## src/rtl/fm_pkg.sv

```systemverilog
// Shared types and helpers for the FM demodulator and transmit-side blocks.
// Latency: n/a (types, constants and a combinational helper only).
// Backpressure: n/a.
package fm_pkg;

    // Default phase word width; 2^DEFAULT_PHASE_WIDTH corresponds to 2*pi.
    localparam int DEFAULT_PHASE_WIDTH = 16;

    // Demodulator sequencing: PRIME holds the first phase, RUN differences.
    typedef enum logic {
        PRIME = 1'b0,
        RUN   = 1'b1
    } demod_state_t;

    // Clip a wide signed value into the signed range of an out_w-bit word.
    function automatic logic signed [63:0] sat_clip(input logic signed [63:0] v,
                                                    input int               out_w);
        logic signed [63:0] hi;
        logic signed [63:0] lo;
        hi = (64'sd1 <<< (out_w - 1)) - 64'sd1;
        lo = -hi - 64'sd1;
        if (v > hi)
            return hi;
        else if (v < lo)
            return lo;
        else
            return v;
    endfunction

endpackage

```

## src/rtl/fm_demodulator_sat_shift.sv

```systemverilog
// Arithmetic left shift with saturation to a narrower signed output.
// Latency: combinational.
// Backpressure: none (pure function of inputs).
module sat_shift
    import fm_pkg::*;
#(
    parameter int IN_W  = 31,
    parameter int OUT_W = 16,
    parameter int SH_W  = 5
) (
    input  logic signed [IN_W-1:0]  din,
    input  logic        [SH_W-1:0]  shift,
    output logic signed [OUT_W-1:0] dout
);

    // IN_W + 2^SH_W - 1 must stay within 63 bits so the shift never overflows.
    logic signed [63:0] wide;
    logic signed [63:0] clipped;

    // Shift in a 64-bit signed domain, then clip to the output range.
    always_comb begin
        wide    = 64'(din) <<< shift;
        clipped = sat_clip(wide, OUT_W);
        dout    = OUT_W'(clipped);
    end

endmodule

```

## src/rtl/fm_demodulator.sv

```systemverilog
// FM discriminator: wrapped phase differencing, 2^k averaging, saturating gain.
// Latency: output valid one cycle after the handshake of a window's last sample.
// Backpressure: one-deep output register; input stalls while it is full and not accepted.
module fm_demodulator
    import fm_pkg::*;
#(
    parameter int PHASE_WIDTH        = DEFAULT_PHASE_WIDTH,
    parameter int M_AXIS_TDATA_WIDTH = 16,
    parameter int ACC_WIDTH          = PHASE_WIDTH + 15
) (
    input  logic                                 aclk,
    input  logic                                 aresetn,
    input  logic                                 demod_enable,
    input  logic        [3:0]                    log2_avg,
    input  logic        [4:0]                    shift_gain,
    input  logic                                 S_AXIS_tvalid,
    input  logic signed [PHASE_WIDTH-1:0]        S_AXIS_tdata,
    output logic                                 S_AXIS_tready,
    input  logic                                 M_AXIS_tready,
    output logic                                 M_AXIS_tvalid,
    output logic signed [M_AXIS_TDATA_WIDTH-1:0] M_AXIS_tdata
);

    localparam int CNT_W = 16;

    demod_state_t                          state;
    logic signed [PHASE_WIDTH-1:0]         prev;
    logic signed [PHASE_WIDTH-1:0]         delta;
    logic signed [ACC_WIDTH-1:0]           acc;
    logic signed [ACC_WIDTH-1:0]           sum;
    logic signed [ACC_WIDTH-1:0]           avg;
    logic        [CNT_W-1:0]               cnt;
    logic        [CNT_W-1:0]               cnt_last;
    logic        [3:0]                     avg_q;
    logic        [3:0]                     cur_log2;
    logic                                  hs;
    logic                                  last;
    logic signed [M_AXIS_TDATA_WIDTH-1:0]  gained;

    // Disabled: swallow input so upstream never stalls; otherwise only the output register gates.
    assign S_AXIS_tready = !demod_enable || !M_AXIS_tvalid || M_AXIS_tready;
    assign hs            = S_AXIS_tvalid && S_AXIS_tready;

    // Phase delta with natural modulo wrap, and the averaging datapath for the current window.
    always_comb begin
        delta    = S_AXIS_tdata - prev;
        // The first delta of a window uses the live setting; later ones use the latched copy.
        cur_log2 = (cnt == '0) ? log2_avg : avg_q;
        cnt_last = CNT_W'((32'd1 << cur_log2) - 32'd1);
        last     = (cnt == cnt_last);
        sum      = acc + ACC_WIDTH'(delta);
        avg      = sum >>> cur_log2;
    end

    sat_shift #(
        .IN_W  (ACC_WIDTH),
        .OUT_W (M_AXIS_TDATA_WIDTH),
        .SH_W  (5)
    ) u_sat_shift (
        .din   (avg),
        .shift (shift_gain),
        .dout  (gained)
    );

    // Sequencer, accumulator and output register.
    always_ff @(posedge aclk or negedge aresetn) begin
        if (!aresetn) begin
            state         <= PRIME;
            prev          <= '0;
            acc           <= '0;
            cnt           <= '0;
            avg_q         <= '0;
            M_AXIS_tvalid <= 1'b0;
            M_AXIS_tdata  <= '0;
        end else begin
            // A held sample drains whenever downstream accepts, even while disabled.
            if (M_AXIS_tready)
                M_AXIS_tvalid <= 1'b0;

            if (!demod_enable) begin
                state <= PRIME;
                acc   <= '0;
                cnt   <= '0;
            end else if (hs) begin
                prev <= S_AXIS_tdata;
                case (state)
                    PRIME: state <= RUN;
                    RUN: begin
                        if (cnt == '0)
                            avg_q <= log2_avg;
                        if (last) begin
                            // hs guarantees the output slot is free or draining this cycle.
                            acc           <= '0;
                            cnt           <= '0;
                            M_AXIS_tvalid <= 1'b1;
                            M_AXIS_tdata  <= gained;
                        end else begin
                            acc <= sum;
                            cnt <= cnt + 1'b1;
                        end
                    end
                    default: state <= PRIME;
                endcase
            end
        end
    end

endmodule
```

## config.mk

```make
export PLATFORM = sky130hd
export DESIGN_NAME = fm_demodulator
export DESIGN_NICKNAME = d
export VERILOG_FILES = /design/src/rtl/fm_pkg.sv /design/src/rtl/fm_demodulator_sat_shift.sv /design/src/rtl/fm_demodulator.sv
export SDC_FILE = /design/constraint.sdc
export NUM_CORES = 1
export LEC_CHECK = 0
export ABC_AREA = 0
export CORE_ASPECT_RATIO = 0.75
export CORE_MARGIN = 2
export CORE_UTILIZATION = 50
export CTS_BUF_LIST = sky130_fd_sc_hd__clkbuf_16
export DETAILED_ROUTE_END_ITERATION = 8
export PLACE_DENSITY = 0.77
export SLEW_MARGIN = 20
export SYNTH_ARGS = -nofsm -noshare
export SYNTH_HDL_FRONTEND = slang
export SYNTH_HIERARCHICAL = 1
export SYNTH_SLANG_ARGS = --single-unit
```

## constraint.sdc

```tcl
create_clock -name aclk -period 7 [get_ports aclk]
set_input_delay 1.4 -clock aclk [delete_from_list [all_inputs] [get_ports aclk]]
set_output_delay 1.4 -clock aclk [all_outputs]
set_load 0.05 [all_outputs]
```

==> results by group <==
Detailed routing
  • WL final: 48400 um
  • DRC: 0
  • Routed vias/inst: 6.82
  • Post-DRT Antenna Nets: 0
  • DR vias: 13700
  • TritonRoute pass-1 iters: 7
  • Initial DRC count: 2072
  • DR WL/cell: 24.1 um

Worst setup path
  • CP Launch Type: input port
  • CP peak stage delay: 0.53 ns
  • Slowest cell on crit path: or4_4
  • Critical Path Sink Type: flop
  • Critical path class: input port to flop
  • Crit-path max FO: 5
  • Crit path DAT: 9.18 ns
  • Worst path required time: 7.30 ns

Global route
  • Initial antenna violation count: 0
  • GRT Total Usage: 39.0%
  • Pin count of the biggest net entering global routing: 51
  • First-pass GRT wire length: 72100 um
  • Vias in the first global route: 12800
  • Overflow after GRT: 0

Cells and area
  • Share of cells above drive strength 1: 43.2%
  • P&R area growth vs syn: 48.4%
  • Nets@finish: 1794
  • Diodes inserted: 0
  • Finished Layout Cells: 2007
  • Filler Cell Count: 1439

Synthesis
  • Total of warnings raised by yosys: 6
  • FF+latch count, synth: 85
  • Synth Cell Area: 11000 um2
  • Synth cell types: 91
  • Ys flop type: dfrtp_1
  • Sequential area share after synthesis: 19.3%
  • Post-synth EDFFs: 0
  • Average size of a mapped cell: 8.20 um2
  • Synthesized netlist cell count: 1343
  • Asr flop ratio synth: 100%
  • Syn Nets: 1423

STA
  • Count of final setup violators: 15
  • RSZ-0062 raised after global routing: yes
  • Fmax: 0.113 GHz
  • Worst hold slack: 0.502 ns
  • Worst rel slew slack: 24.5%
  • Post-layout minimum cycle time: 8.88 ns
  • Post-route setup slack: -1.88 ns
  • Period utilization: 127%
  • Final Hold Fails: 0
  • Clock skew: 0.0175 ns
  • Slew @ Worst Pin: 1.10 ns
  • Max Slew Vio Count: 0

Clocking
  • Root Buffer: clkbuf_16
  • CTS Buf Count: 9
  • CTS sink cnt: 85
  • H-tree Lvls: 3
  • Worst-skew pair later-pin latency: 0.37 ns
  • CTS tree: yes
  • Max Root-Sink Buffers: 2
  • Clock transition at the registers of the reported paths: 0.07 ns

Power
  • Combinational fraction of design power: 83.3%
  • Net Sw Power: 3.24 mW
  • Tot Pwr: 6.82 mW
  • Leak: 7.13 nW
  • Sw Share: 47.5%
  • Seq pwr share: 8.4%
  • Peak VDD IR: 0.000291 V
  • Internal power: 3.58 mW
  • Power Dens Cells: 418 nW/um2
  • Clk network pwr share: 8.3%

Floorplan
  • Die Ht: 133 um
  • Top Ports: 48
  • CORE AREA: 21400 um2
  • Initial Utilization: 51.6%
  • Die width: 175 um
  • Row count: 46
  • Die area: 23200 um2

Outcome
  • Failing checks: negative setup slack
  • Outcome: complete, but fails checks

Place
  • DP Wirelength: 31600 um
  • Pre-CTS worst setup slack: -2.51 ns
  • Global placer's final weighted congestion: 1.04
  • Dpl cells: 1924
  • IO buf count: 47

Worst hold path
  • Hold Crit Class: flop to flop

Run
  • Max-Cap Viols: 0
## cell usage after synthesis, types with 19 or more instances
master | instances | area (um2)
mux2_2 | 53 | 597
mux4_2 | 30 | 676
dfrtp_1 | 85 | 2130
a211oi_1 | 23 | 173
nand3_1 | 34 | 170
clkbuf_1 | 52 | 195
a21oi_1 | 85 | 425
nor3_1 | 24 | 120
xor2_1 | 19 | 166
nand2_1 | 149 | 559
inv_1 | 44 | 165
mux2i_1 | 74 | 741
a22o_1 | 21 | 184
nor2_1 | 97 | 364
a31oi_1 | 25 | 156
ha_1 | 48 | 601
xnor2_1 | 31 | 272
o21ai_0 | 84 | 420
## layout by cell type (no fill, tap or decap), types with 17 or more instances in the layout
cell             Yosys  layout
a211oi_1            23      17
a21oi_1             85      53
a21oi_2              1      24
a22o_1              21      20
a31oi_1             25      20
buf_4                8     382
clkdlybuf4s50_1      0      32
dfrtp_1             85      85
ha_1                48      26
ha_4                 0      20
inv_1               44      42
mux2_2              53      47
mux2_4              11      17
mux2i_1             74      55
mux4_2              30      30
nand2_1            149     141
nand3_1             34      30
nor2_1              97      91
nor3_1              24      21
o21ai_0             84      63
o21ai_2              0      18
xnor2_1             31      21
## through the flow
step	setup TNS [ns]	cell area (um2)	utilization [%]
final	-27.20	16300	76.5
after global routing	-29.49	16300	76.5
after CTS	-19.88	15700	73.3
after detailed placement	-37.13	14200	66.3
after global placement	-35.54	14200	66.3
after floorplan	-11.22	11300	-
## layer usage
| layer | vias up | track usage [%] | share of wire (%) |
|---|---|---|---|
| met5 | - | 0 | 0 |
| met3 | 213 | 14.1 | 14 |
| met2 | 1078 | 56.4 | 42 |
| met1 | 6535 | 54.8 | 41 |
| li1 | 5868 | - | - |
| met4 | 0 | 10.1 | 3.6 |
## path summary, 6_finish.rpt
kind | startpoint | endpoint | slack, ns | depth (start not counted)
max in group asynchronous | aresetn | state | 4.91 | 2
min in group asynchronous | aresetn | prev[2] | 1.00 | 1
setup reg to reg | prev[0] | M_AXIS_tdata[3] | -1.17 | 38
hold reg to reg | acc[29] | acc[29] | 0.50 | 2
hold / removal | acc[29] | acc[29] | 0.50 | 2
setup / recovery | S_AXIS_tdata[0] | M_AXIS_tdata[3] | -1.88 | 40
## cell type report
cell class	instances	area (um2)	area share, %
Clock buffer	9	225	1.38
Clock inverter	7	103	0.628
Inverter	46	199	1.22
Multi-Input combinational cell	1125	9760	59.7
Sequential cell	85	2130	13.0
Tap cell	288	360	2.21
Timing Repair Buffer	447	3570	21.8
## power by group through the flow
| stage | Sequential, mW | Clock (mW) | Combinational (mW) |
|---|---|---|---|
| after detailed placement | 0.578 | 0 | 4.29 |
| final | 0.574 | 0.565 | 5.68 |
| after global routing | 0.580 | 0.582 | 5.88 |
| after global placement | 0.576 | 0 | 4.24 |
| after floorplan | 0.568 | 0 | 2.24 |
| after CTS | 0.572 | 0.568 | 4.88 |
## flip-flops by register name, summed over array words and instances (netlist names)
signal / count
prev: 16
avg_q: 4
state: 1
M_AXIS_tvalid: 1
cnt: 16
M_AXIS_tdata: 16
acc: 31
## repair_timing
item                                    CTS  global route
endpoints found under the setup margin   15            15
hold buffers                              0             0
cloned                                    1             0
buffers inserted                         37            33
pin swaps                                90            61
resized for setup                       179            89
## cell families (layout without fill, tap and decap cells)
group	after synthesis	in the layout	share of synthesized area, %
compound gates	424	425	26.0
xor+xnor	50	50	3.98
fa+ha+maj	50	50	5.82
buf+inv	134	509	5.59
flops	85	85	19.3
mux	172	172	20.2
simple gates	428	428	19.0
## worst max-delay path, delay by kind of cell
family          cells  cell delay [ns]
simple gates        9             1.72
xor+xnor            2             0.48
buf+inv             9             1.30
compound gates     14             2.54
fa+ha+maj           3             0.87
mux                 3             0.86
Note: power is estimated with default switching activity, not from simulation.
==> patch 1: new RTL, config.mk and constraints unchanged <==
Make the reset (`aresetn`) synchronous in one clocked block.
--- a/src/rtl/fm_demodulator.sv
+++ b/src/rtl/fm_demodulator.sv
@@ -64,5 +64,5 @@
 
     // Sequencer, accumulator and output register.
-    always_ff @(posedge aclk or negedge aresetn) begin
+    always_ff @(posedge aclk) begin
         if (!aresetn) begin
             state         <= PRIME;
Check against the original RTL: differs if aresetn is asserted again (counterexample within 4 cycles, from zero or initial values and one cycle with aresetn low); with aresetn held inactive, the same outputs for 4 cycles.
==> patch 1 against the unedited design <==
The flow still finishes with violations (negative setup slack). Register-to-register slack gained 0.61 ns. Critical endpoint is now M_AXIS_tdata[3]. Count of clock-buffer cells in the layout unchanged. Synthesized area rose by 5.5%. Wire length shrank 6.3%. Setup slack improved by 0.55 ns. Largest cell class unchanged. Clock skew fell by 0.0042 ns. Sequential cell count stayed put. First-iteration DRC count shrank 10%. Synthesized cell count up 16%. Final area increased by 1.2%. Highest routed layer unchanged.
Power is not compared: it rests on default switching activity, and its combinational part moved more than twofold at a synthesized area within 25%.
==> patch 1: results (changes against the unedited design) <==
Status:
- Status: finished, violations left (unchanged).
- Violated checks: negative setup slack (unchanged).

Worst setup path:
- The delay contributed by the slowest stage of the critical path is 0.58 ns (was 0.53 ns).
- The peak fanout along the critical path was 8 (was 5).
- The end of the worst register-to-register path was M_AXIS_tdata[3] (unchanged).

Timing:
- The tightest hold margin is 0.4634 ns (was 0.5015 ns).
- The transition time at the pin with the least slew margin is 1.084 ns (was 1.101 ns).
- The setup TNS after final layout is -19.32 ns (was -27.20 ns).
- The least setup slack across all paths after layout is -1.332 ns (was -1.879 ns).
- The total setup violations reported at the end of the flow is 15 (unchanged).

Yosys:
- The async set-reset flop share out of synthesis was 0 (was 1.000).
- The unique cell type count in the Yosys netlist came to 94 (was 91).
- The compound-cell area share of the yosys netlist is 0.2889 (was 0.2603).
- The area share of fa/ha/maj cells after synthesis is 0.05514 (was 0.05818).
- The fraction of synthesized cell area in xor and xnor cells is 0.03393 (was 0.03977).
- The most instantiated flip-flop cell in the synthesis netlist is dfxtp_1 (was dfrtp_1).

Detailed routing:
- The number of detailed-route iterations in the first pass is 8 (was 7).
- The number of DRC markers in iteration 0 is 1,855 (was 2,072).
- The overall via count from detail_route is 14,320 (was 13,690).
- The average wire per cell in the routed design is 20.77 um (was 24.10 um).

GRT:
- The overall fraction of global-route tracks in use was 0.3504 (was 0.3899).
- The largest net degree at the start of global routing is 68 (was 51).
- The first-pass GRT wire length came to 70,580 um (was 72,120 um).

Cells and area:
- The share of cells above drive strength 1 was 0.3613 (was 0.4322).

Place:
- The cell count after placement is 2,114 (was 1,924).
## patch 1: cell count changes after synthesis, sizes merged, moves of 14 or more
cell	unedited run	this run
a21oi	86	71
dfxtp	0	85
a21o	8	22
nor3	24	51
a22o	21	4
dfrtp	85	0
clkbuf	52	81
nor2	97	113
o21ai	98	112
mux2	66	41
nand2	150	206
## patch 1: where the power goes
group	internal, W	switching (W)
clock network	0.000279	0.000242
registers	0.000490	0.00000552
logic	0.00102	0.00110
total	0.00179	0.00135
## patch 1: final cells by class
type / count / area [um2]
clock buffers: 9 / 225.2
fillers: 1692 / 6349
multi-input cells: 1310 / 10630
flip-flops and latches: 85 / 1702
repair buffers: 421 / 3339
inverters: 50 / 190.2
clock inverters: 7 / 73.82
well taps: 300 / 375.4
## patch 1: logic make-up (layout without fill, tap and decap cells)
| kind of cell | count (synthesis) | in the layout |
|---|---|---|
| AO/OA/AOI/OAI | 477 | 478 |
| XOR/XNOR | 45 | 45 |
| adder cells (fa/ha/maj) | 50 | 50 |
| buffers and inverters | 161 | 487 |
| flip-flops | 85 | 85 |
| multiplexers | 154 | 154 |
| AND/OR/NAND/NOR | 583 | 583 |
## patch 1: worst max-delay path by stage
stage	startpoint	to	slack, ns
2_1_floorplan	S_AXIS_tdata[1]	M_AXIS_tdata[0]	-0.70
3_3_place_gp	S_AXIS_tdata[0]	M_AXIS_tdata[3]	-2.06
3_5_place_dp	S_AXIS_tdata[0]	M_AXIS_tdata[3]	-2.13
4_1_cts	S_AXIS_tdata[4]	M_AXIS_tdata[3]	-1.13
5_1_grt	S_AXIS_tdata[0]	M_AXIS_tdata[3]	-1.56
6_report	S_AXIS_tdata[0]	M_AXIS_tdata[3]	-1.33
## patch 1: per-layer routing
| layer | vias to the layer above | wire length [um] | GRT usage |
|---|---|---|---|
| met5 | - | 0 | 0 |
| met4 | 0 | 767 | 0.07213 |
| met3 | 109 | 5252 | 0.09590 |
| met2 | 875 | 20280 | 0.5619 |
| met1 | 6791 | 19020 | 0.4742 |
| li1 | 6548 | - | - |
## patch 1: what timing repair did
item | CTS | global route
endpoints found under the setup margin | 15 | 15
buffers inserted | 37 | 19
resized for setup | 129 | 87
pin swaps | 81 | 61
gates cloned | 2 | 0
## patch 1: worst reg2reg max path, delay by kind of cell, from the launching register on
family | cells | cell delay (ns)
AO/OA/AOI/OAI | 14 | 2.63
XOR/XNOR | 2 | 0.45
adder cells (fa/ha/maj) | 2 | 0.61
buffers and inverters | 2 | 0.21
flip-flops | 1 | 0.38
multiplexers | 4 | 1.51
AND/OR/NAND/NOR | 7 | 1.63
==> patch 2: new RTL, config.mk and constraints unchanged <==
Without the edit above. `M_AXIS_TDATA_WIDTH`: 16 -> 32.
--- a/src/rtl/fm_demodulator.sv
+++ b/src/rtl/fm_demodulator.sv
@@ -6,5 +6,5 @@
 #(
     parameter int PHASE_WIDTH        = DEFAULT_PHASE_WIDTH,
-    parameter int M_AXIS_TDATA_WIDTH = 16,
+    parameter int M_AXIS_TDATA_WIDTH = 32,
     parameter int ACC_WIDTH          = PHASE_WIDTH + 15
 ) (
Interface: changed (resized M_AXIS_tdata); port bits go from 48 to 64. No check against the original RTL was run, so the function may have changed too.
==> patch 2 against the unedited design <==
The run still ends with negative setup slack left. Register-to-register slack gained 0.10 ns. Synthesized cell count increased by 11%. Critical path type unchanged. Synthesized area increased by 11%. Final area is 4.3% higher. Via count rose by 3.2%. Sequential share of layout area is 1.8 points higher. Wire length decreased by 3.7%. Total power fell by 11%. Setup slack improved by 0.13 ns. Sequential cell count rose by 16.
==> patch 2: results (changes against the unedited design) <==
Place:
- The number of buffer cells added on primary ports was 63 (was 47).
- The setup slack at placement was -2.541 ns (was -2.507 ns).
- The routability-driven placement congestion ratio is 1.008 (was 1.044).
- The cell count after placement is 2,099 (was 1,924).
- The HPWL after detailed placement is 31,050 um (was 31,590 um).
- The cell area reported after detailed placement is 15,410 um2 (was 14,150 um2).

Clock network:
- The number of buffers created by CTS is 9 (unchanged).
- The level count of the clock H-tree is 3 (unchanged).
- The deepest clock path buffer count is 2 (unchanged).
- The clock slew at the register clock pins of the worst setup and hold paths is 0.09 ns (was 0.07 ns).
- The root cell of the clock tree was clkbuf_16 (unchanged).
- The latest clock arrival within the worst-skew pair is 0.39 ns (was 0.37 ns).

Power and ir drop:
- The worst voltage drop across the vdd grid is 0.0002113 V (was 0.0002908 V).
- The cell leakage power is 7.563 nW (was 7.132 nW).

Yosys:
- The unique cell type count in the Yosys netlist is 86 (was 91).
- The most instantiated flip-flop cell in the synthesis netlist is dfrtp_1 (unchanged).
- The async set-reset flop share out of synthesis is 1.000 (unchanged).
- Most instantiated cells after synthesis: nand2_1, o21ai_0, nor2_1 (was nand2_1, nor2_1, a21oi_1, dfrtp_1, o21ai_0).
- Ranking of synthesized cells by area: dfrtp_1, mux2_2, mux2i_1, o21ai_0, ha_1 (was dfrtp_1, mux2i_1, mux4_2, ha_1, mux2_2).
- The net count after synthesis came to 1,568 (was 1,423).
- The number of warning messages in the yosys log is 6 (unchanged).
- The post-synthesis sequential area ratio was 0.2075 (was 0.1932).
- The average size of a mapped cell is 8.187 um2 (was 8.198 um2).

Detailed routing:
- The number of DRC markers in iteration 0 is 2,191 (was 2,072).
- The post-detailed-route via-to-cell ratio is 6.548 (was 6.823).
- The number of detailed-route iterations in the first pass is 8 (was 7).
- The overall via count from detail_route was 14,140 (was 13,690).
- The overall routed net length is 46,580 um (was 48,370 um).

GRT:
- The number of antenna violations at the first check in global routing came to 2 (was 0).
- The first-pass GRT wire length is 67,430 um (was 72,120 um).
- The largest net degree at the start of global routing was 53 (was 51).
- The overall fraction of global-route tracks in use is 0.3267 (was 0.3899).
- The via count of the first global-routing pass came to 12,860 (was 12,830).

Cells and area:
- The share of cells above drive strength 1 was 0.3851 (was 0.4322).
- The final-stage net count came to 1,903 (was 1,794).
- The total inserted antenna cells is 0 (unchanged).
- The largest registers in the layout are M_AXIS_tdata x32, acc x31.

Worst setup path:
- The peak fanout along the critical path is 7 (was 5).
- The slowest cell on the critical path is or4_4 (unchanged).
- The delay contributed by the slowest stage of the critical path is 0.52 ns.
- The data arrival at the endpoint of the critical path is 9.09 ns (was 9.18 ns).

Die:
- The number of cell rows is 49 (was 46).

Status:
- Violated checks: negative setup slack (unchanged).
- Status: finished, violations left (unchanged).

Timing:
- The worst slew margin relative to its limit is 0.2818 (was 0.2453).
- The total setup violations reported at the end of the flow is 31 (was 15).
- The clock skew is 0.01618 ns (was 0.01752 ns).
- The setup TNS after final layout is -50.95 ns (was -27.20 ns).
- The least setup slack across all paths after layout came to -1.754 ns (was -1.879 ns).

Hold path:
- The classification of the worst-slack hold path is reg -> reg (unchanged).
## patch 2: power by group
part	switching [W]	internal [W]	total (W)
Sequential	0.0000505	0.000624	0.000675
Combinational	0.00247	0.00233	0.00480
Clock	0.000296	0.000290	0.000586
Total	0.00282	0.00324	0.00607
## patch 2: stage by stage
stage                     hold slack, ns    util  total power (W)
after floorplan                   0.4516       -         0.002775
after global placement            0.4672  0.6427         0.004449
after detailed placement          0.4785  0.6427         0.004535
after CTS                         0.4981  0.6624         0.005218
after global routing              0.5156  0.7106         0.006321
final                             0.4939  0.7106         0.006066
## patch 2: critical path: cells and delay by family
family | cells | cell delay (ns)
muxes | 3 | 0.78
and+or+nand+nor | 9 | 1.82
AOI/OAI and AO/OA | 13 | 2.55
buffers and inverters | 9 | 1.18
xor gates and xnor gates | 2 | 0.53
adders and majority gates | 3 | 0.80
## patch 2: per-layer routing
metal | vias up | global-route usage | wire [um]
li1 | 6256 | - | -
met1 | 6687 | 0.4672 | 19020
met2 | 995 | 0.4840 | 20160
met3 | 198 | 0.09690 | 5860
met4 | 2 | 0.07621 | 1519
met5 | - | 0 | 11
## patch 2: kinds of logic (layout without fill, tap and decap cells)
kind of cell               after synthesis  in the layout  synth area share
buffers and inverters                  159            499           0.06018
AOI/OAI and AO/OA                      474            474            0.2541
DFF                                    101            101            0.2075
xor gates and xnor gates                54             54           0.04005
muxes                                  196            196            0.2039
and+or+nand+nor                        454            454            0.1818
adders and majority gates               50             50           0.05258
## patch 2: timing repair
| action | in CTS | in global routing |
|---|---|---|
| pin swaps | 8 | 79 |
| setup endpoints to repair | 31 | 31 |
| gates resized for setup | 28 | 203 |
| buffers inserted | 8 | 31 |
| cloned | 0 | 6 |
## patch 2: final cells by class
class | instances | area (um2)
sequential | 101 | 2527
timing repair buffer | 440 | 3632
inverter | 43 | 163.9
clock inverter | 7 | 100.1
fill | 1700 | 6937
tap | 331 | 414.1
clock buffer | 9 | 225.2
multi-input combinational | 1228 | 9972
## patch 2: worst paths after layout
path | start | end | slack (ns) | depth (start not counted)
max in group asynchronous | aresetn | prev[0] | 4.72 | 2
min in group asynchronous | aresetn | cnt[5] | 1.08 | 1
min | acc[10] | acc[10] | 0.49 | 2
min reg2reg | acc[10] | acc[10] | 0.49 | 2
max reg2reg | prev[0] | M_AXIS_tdata[15] | -1.07 | 37
max | S_AXIS_tdata[0] | M_AXIS_tdata[15] | -1.75 | 39
